`config.mk`:
```
export PLATFORM = sky130hd
export DESIGN_NAME = ir_nec_tx
export DESIGN_NICKNAME = d
export VERILOG_FILES = /design/src/rtl/ir_nec_tx.sv
export SDC_FILE = /design/constraint.sdc
export NUM_CORES = 1
export LEC_CHECK = 0
export BUFFER_PORTS_ARGS = -buffer_cell sky130_fd_sc_hd__buf_2
export CORE_MARGIN = 2
export CORE_UTILIZATION = 59
export CTS_BUF_LIST = sky130_fd_sc_hd__clkbuf_4 sky130_fd_sc_hd__clkbuf_8
export DETAILED_ROUTE_END_ITERATION = 16
export PLACE_DENSITY = 0.82
export SLEW_MARGIN = 10
export SYNTH_ARGS = -nofsm -noshare
export SYNTH_HDL_FRONTEND = slang
export SYNTH_SLANG_ARGS = --single-unit
```
`constraint.sdc`:
```
create_clock -name clk -period 3.2 [get_ports clk]
set_clock_uncertainty 0.05 [all_clocks]
set_input_delay 0.32 -clock clk [delete_from_list [all_inputs] [get_ports clk]]
set_output_delay 0.32 -clock clk [all_outputs]
set_load 0.005 [all_outputs]
```
`src/rtl/ir_nec_tx.sv`:
```
// NEC IR frame transmitter (Avalon-MM slave): write DATA/REPEAT while idle to send; writes while busy are dropped and flag overrun.
// ir_out follows the FSM by one clock; readdata is one clock behind address; done/irq are sticky and visible one clock after return to idle.
module ir_nec_tx #(
  parameter int CARRIER_HALF = 658,
  parameter int UNIT_CLKS    = 28125
) (
  input  logic        clk,
  input  logic        reset_n,
  input  logic [1:0]  address,
  input  logic        chipselect,
  input  logic        write_n,
  input  logic [31:0] writedata,
  output logic [31:0] readdata,
  output logic        irq,
  output logic        ir_out
);

  localparam int UW = (UNIT_CLKS > 1) ? $clog2(UNIT_CLKS) : 1;
  localparam int CW = (CARRIER_HALF > 1) ? $clog2(CARRIER_HALF) : 1;

  typedef enum logic [2:0] {
    IDLE, LEAD_MARK, LEAD_SPACE, BIT_MARK, BIT_SPACE, STOP_MARK
  } state_t;

  state_t        state, state_nxt;
  logic [UW-1:0] unit_cnt;
  logic [3:0]    seg_cnt;
  logic [3:0]    seg_last;
  logic [4:0]    bit_idx;
  logic [CW-1:0] car_cnt;
  logic          car_phase;
  logic [31:0]   data_reg;
  logic          is_repeat;
  logic          irq_en;
  logic          invert;
  logic          done;
  logic          overrun;

  logic wr_en, frame_wr, start, unit_wrap, seg_end;
  logic is_mark, mark_start, done_set, raw;

  assign wr_en     = chipselect & ~write_n;
  assign frame_wr  = wr_en && (address == 2'd0 || address == 2'd1);
  assign start     = frame_wr && (state == IDLE);
  assign unit_wrap = (unit_cnt == UW'(UNIT_CLKS - 1));
  assign seg_end   = unit_wrap && (seg_cnt == seg_last);
  assign is_mark   = (state == LEAD_MARK) || (state == BIT_MARK) || (state == STOP_MARK);
  assign raw       = is_mark & car_phase;
  assign done_set  = (state == STOP_MARK) && (state_nxt == IDLE);

  // Segment length in units, minus one
  always_comb begin
    seg_last = 4'd0;
    case (state)
      LEAD_MARK:  seg_last = 4'd15;
      LEAD_SPACE: seg_last = is_repeat ? 4'd3 : 4'd7;
      BIT_SPACE:  seg_last = data_reg[bit_idx] ? 4'd2 : 4'd0;
      default:    seg_last = 4'd0;
    endcase
  end

  always_comb begin
    state_nxt  = state;
    mark_start = 1'b0;
    case (state)
      IDLE:       if (start)   state_nxt = LEAD_MARK;
      LEAD_MARK:  if (seg_end) state_nxt = LEAD_SPACE;
      LEAD_SPACE: if (seg_end) state_nxt = is_repeat ? STOP_MARK : BIT_MARK;
      BIT_MARK:   if (seg_end) state_nxt = BIT_SPACE;
      BIT_SPACE:  if (seg_end) state_nxt = (bit_idx == 5'd31) ? STOP_MARK : BIT_MARK;
      STOP_MARK:  if (seg_end) state_nxt = IDLE;
      default:    state_nxt = IDLE;
    endcase
    // Every mark is entered from a non-mark state, so a state change into a mark is a fresh mark
    if ((state_nxt != state) &&
        (state_nxt == LEAD_MARK || state_nxt == BIT_MARK || state_nxt == STOP_MARK))
      mark_start = 1'b1;
  end

  always_ff @(posedge clk or negedge reset_n) begin
    if (!reset_n) state <= IDLE;
    else          state <= state_nxt;
  end

  always_ff @(posedge clk or negedge reset_n) begin
    if (!reset_n) begin
      unit_cnt  <= '0;
      seg_cnt   <= '0;
      bit_idx   <= '0;
      car_cnt   <= '0;
      car_phase <= 1'b0;
      data_reg  <= '0;
      is_repeat <= 1'b0;
      irq_en    <= 1'b0;
      invert    <= 1'b0;
      done      <= 1'b0;
      overrun   <= 1'b0;
      ir_out    <= 1'b0;
      irq       <= 1'b0;
      readdata  <= '0;
    end else begin
      if (state == IDLE || unit_wrap) unit_cnt <= '0;
      else                            unit_cnt <= unit_cnt + 1'b1;

      if (state == IDLE || seg_end) seg_cnt <= '0;
      else if (unit_wrap)           seg_cnt <= seg_cnt + 1'b1;

      if (state == IDLE)                        bit_idx <= '0;
      else if (state == BIT_SPACE && seg_end)   bit_idx <= bit_idx + 1'b1;

      if (mark_start) begin
        car_cnt   <= '0;
        car_phase <= 1'b1;
      end else if (car_cnt == CW'(CARRIER_HALF - 1)) begin
        car_cnt   <= '0;
        car_phase <= ~car_phase;
      end else begin
        car_cnt   <= car_cnt + 1'b1;
      end

      if (start) begin
        is_repeat <= (address == 2'd1);
        if (address == 2'd0) data_reg <= writedata;
      end

      if (wr_en && address == 2'd3) begin
        irq_en <= writedata[0];
        invert <= writedata[1];
      end

      // Set has priority over a same-cycle clear
      if (done_set)                          done <= 1'b1;
      else if (wr_en && address == 2'd2)     done <= 1'b0;
      if (frame_wr && state != IDLE)         overrun <= 1'b1;
      else if (wr_en && address == 2'd2)     overrun <= 1'b0;

      ir_out <= raw ^ invert;
      irq    <= done & irq_en;

      case (address)
        2'd0:    readdata <= data_reg;
        2'd2:    readdata <= {29'd0, overrun, done, state != IDLE};
        2'd3:    readdata <= {30'd0, invert, irq_en};
        default: readdata <= 32'd0;
      endcase
    end
  end

endmodule

```
==> flow_summary_export.csv <==
group,metric,value,unit
status,status,"finished, violations left",
status,violations,"hold timing",
power_and_ir_drop,ir_worst_vdd,0.000313,V
global_route,grt_pass1_wl,16.1,mm
detailed_routing,viasPerCell,5.70,
timing,finalSetupViolations,0,
finish,final_common_cell,"dfrtp_1",
timing,worst_pin_slew,0.856,ns
cts,post-cts-setup-buffers,0,
floorplan,core_area,0.00818,sq mm
worst_setup_path,arrival,3.11,ns
synthesis,yosysWarnings,0,
global_route,grt_max_degree,69,
floorplan,rows,33,
synthesis,syn_area,0.00494,sq mm
placement,place.gp.congestion,0.855,
finish,final_net_count,530,
worst_setup_path,reg2reg_to,"car_cnt[4]",
cts,cts_tree,"yes",
worst_setup_path,path_max_fanout,12,
global_route,antenna_found_initial,0,
synthesis,synthCells,409,
flow_run,drv_cap,0,
global_route,grt_usage,22.7,%
detailed_routing,wire_per_inst,15.8,um
detailed_routing,wl,9.41,mm
floorplan,die-area,0.00912,sq mm
finish,antenna_cells,0,
synthesis,ys_async_sr_fraction,100,%
timing,min_period_over_period,91.6,%
synthesis,synth_fp_nets,454,
worst_setup_path,worstPathRequired,3.37,ns
placement,place_hpwl,6.72,mm
worst_setup_path,end_kind,"flop",
finish,post-route-util,68.7,%
synthesis,ys.flop_type,"dfrtp_1",
finish,final_cells,594,
detailed_routing,drc,0,
cts,cts_made_buffers,9,
floorplan,die_w,95.5,um
detailed_routing,drt_first_pass_iters,4,
timing,period_minus_slack,2.93,ns
timing,relSlewSlack,42.5,%
worst_setup_path,timing.reg2reg.setup_slack,0.27,ns
worst_setup_path,critPathKind,"flop to flop",
power_and_ir_drop,swShare,28.2,%
worst_setup_path,setup.worst_path.start_class,"flop",
cts,cts_resized,0,
cts,clkTransAtPathRegs,0.10,ns
global_route,grt_pass1_vias,3396,
global_route,grt_overflow,0,
power_and_ir_drop,pwr-share-comb,16.1,%
worst_setup_path,rr_startpoint,"bit_idx[0]",
cts,cts_root_buf,"clkbuf_8",
floorplan,die_y,95.5,um
synthesis,avgSynthCellArea,12.1,sq um
timing,fin_tns_setup,0,ns
power_and_ir_drop,power.density,532,mW/mm^2
power_and_ir_drop,p_int,2.14,mW
finish,fin_area,0.00562,sq mm
finish,fillers,599,
power_and_ir_drop,power,2.99,mW
synthesis,synth-edff-count,0,
power_and_ir_drop,pwr-share-seq,59.3,%
synthesis,ys_seq_area_share,55.2,%
floorplan,initial_core_util,60.4,%
placement,dp_cells,579,
cts,cts_buffer_depth,2,
placement,post-place-ws,0.321,ns
placement,portBuffers,71,
timing,worst_slack,0.268,ns
finish,drive_above_1_share,30.7,%
finish,layout_common_cells,"dfrtp_1 (109), buf_2 (70), mux2_2 (37)",
cts,cts_htree_levels,3,
min_path,hold_path.class,"primary input to async pin",
detailed_routing,via_count,3383,
worst_setup_path,r2r_cells,8,
power_and_ir_drop,clkPwrFrac,24.6,%
cts,clkSinkCount,109,
detailed_routing,ant_nets,0,
power_and_ir_drop,leakagePower,2.69,nW
timing,clock.fmax,341,MHz
finish,syn_to_final_growth,13.7,%
floorplan,boundaryPins,72,
cts,worstSkewPairLatency,0.36,ns
detailed_routing,drt-initial-drc-count,221,
timing,rsz0062_at_grt,"false",
placement,placed_cell_area,0.00545,sq mm
timing,hold_ws,-0.0106,ns
synthesis,ys_ff_latch,109,
timing,slew_violations,0,
cts,cts_hold_buffers,0,
power_and_ir_drop,p_switching,841,uW
timing,hold_viol_final,8,
synthesis,ys_types,56,
[cell usage after synthesis, drive strengths merged, types with 2 or more instances]
master   number  share of area (%)
dfrtp       109                 55
mux2         39                8.9
and2         30                3.8
nor2         27                2.1
nand2        23                1.9
nand3        17                1.8
a21oi        13                1.3
xor2         13                2.3
o21ai        12                1.2
and3         11                1.4
xnor2        11                2.0
clkbuf        9               0.68
mux2i         8                1.6
buf           7                1.1
ha            7                1.8
inv           7               0.53
nand4         7               0.89
nor3          7               0.81
a2111oi       6                1.3
mux4          6                2.7
nand2b        5               0.63
nand3b        3               0.46
or2           3               0.38
a221oi        2               0.71
a22o          2               0.35
nor2b         2               0.25
o211ai        2               0.30
o22ai         2               0.25
[power groups by stage]
stage	Clock, mW	Combinational, mW	Sequential [mW]
after detailed placement	0	0.486	1.80
after global routing	0.812	0.550	1.80
after global placement	0	0.466	1.78
after CTS	0.752	0.490	1.77
after floorplan	0	0.341	1.74
final	0.734	0.481	1.77
[final cells by class]
cell class / instances / area, sq um / area share (%)
clock buffers: 9 / 124 / 2.21
clock inverters: 6 / 46.3 / 0.824
flip-flops and latches: 109 / 2730 / 48.6
multi-input cells: 277 / 2100 / 37.4
inverters: 7 / 26.3 / 0.468
well taps: 105 / 131 / 2.34
repair buffers: 81 / 458 / 8.16
[how the worst max path moves through the flow]
| stage | from | endpoint | slack (ns) | cells past startpoint |
|---|---|---|---|---|
| 2_1_floorplan | bit_idx[1] | car_cnt[0] | 0.59 | 9 |
| 3_3_place_gp | bit_idx[0] | car_cnt[4] | 0.45 | 8 |
| 3_5_place_dp | bit_idx[0] | car_cnt[4] | 0.32 | 8 |
| 4_1_cts | bit_idx[0] | car_cnt[4] | 0.26 | 8 |
| 5_1_grt | bit_idx[0] | car_cnt[4] | 0.07 | 8 |
| 6_report | bit_idx[0] | car_cnt[4] | 0.27 | 8 |
[routing by layer]
metal,up-vias,global-route usage (%),share of wire [%]
met5,-,0,0
met4,0,6.67,1.3
met3,12,5.38,4.8
li1,1599,-,-
met2,80,38.4,51
met1,1692,29.5,43
[critical path: stages, from the launching register on]
cell and delay [ns]:
dfrtp_1 0.38, buf_4 0.24, mux4_2 0.32, nor2b_1 0.14
o311a_1 0.41, a221oi_4 0.35, a21bo_1 0.37, nand2_4 0.16
a2111oi_1 0.39
[kinds of logic after synthesis]
family,Yosys count,synth area share [%]
compound gates,49,7.30
xor+xnor,24,4.26
fa+ha+maj,7,1.77
buf+inv,23,2.28
flops,109,55.2
mux,53,13.2
simple gates,144,15.9
Power figures use the tool's default switching activity.
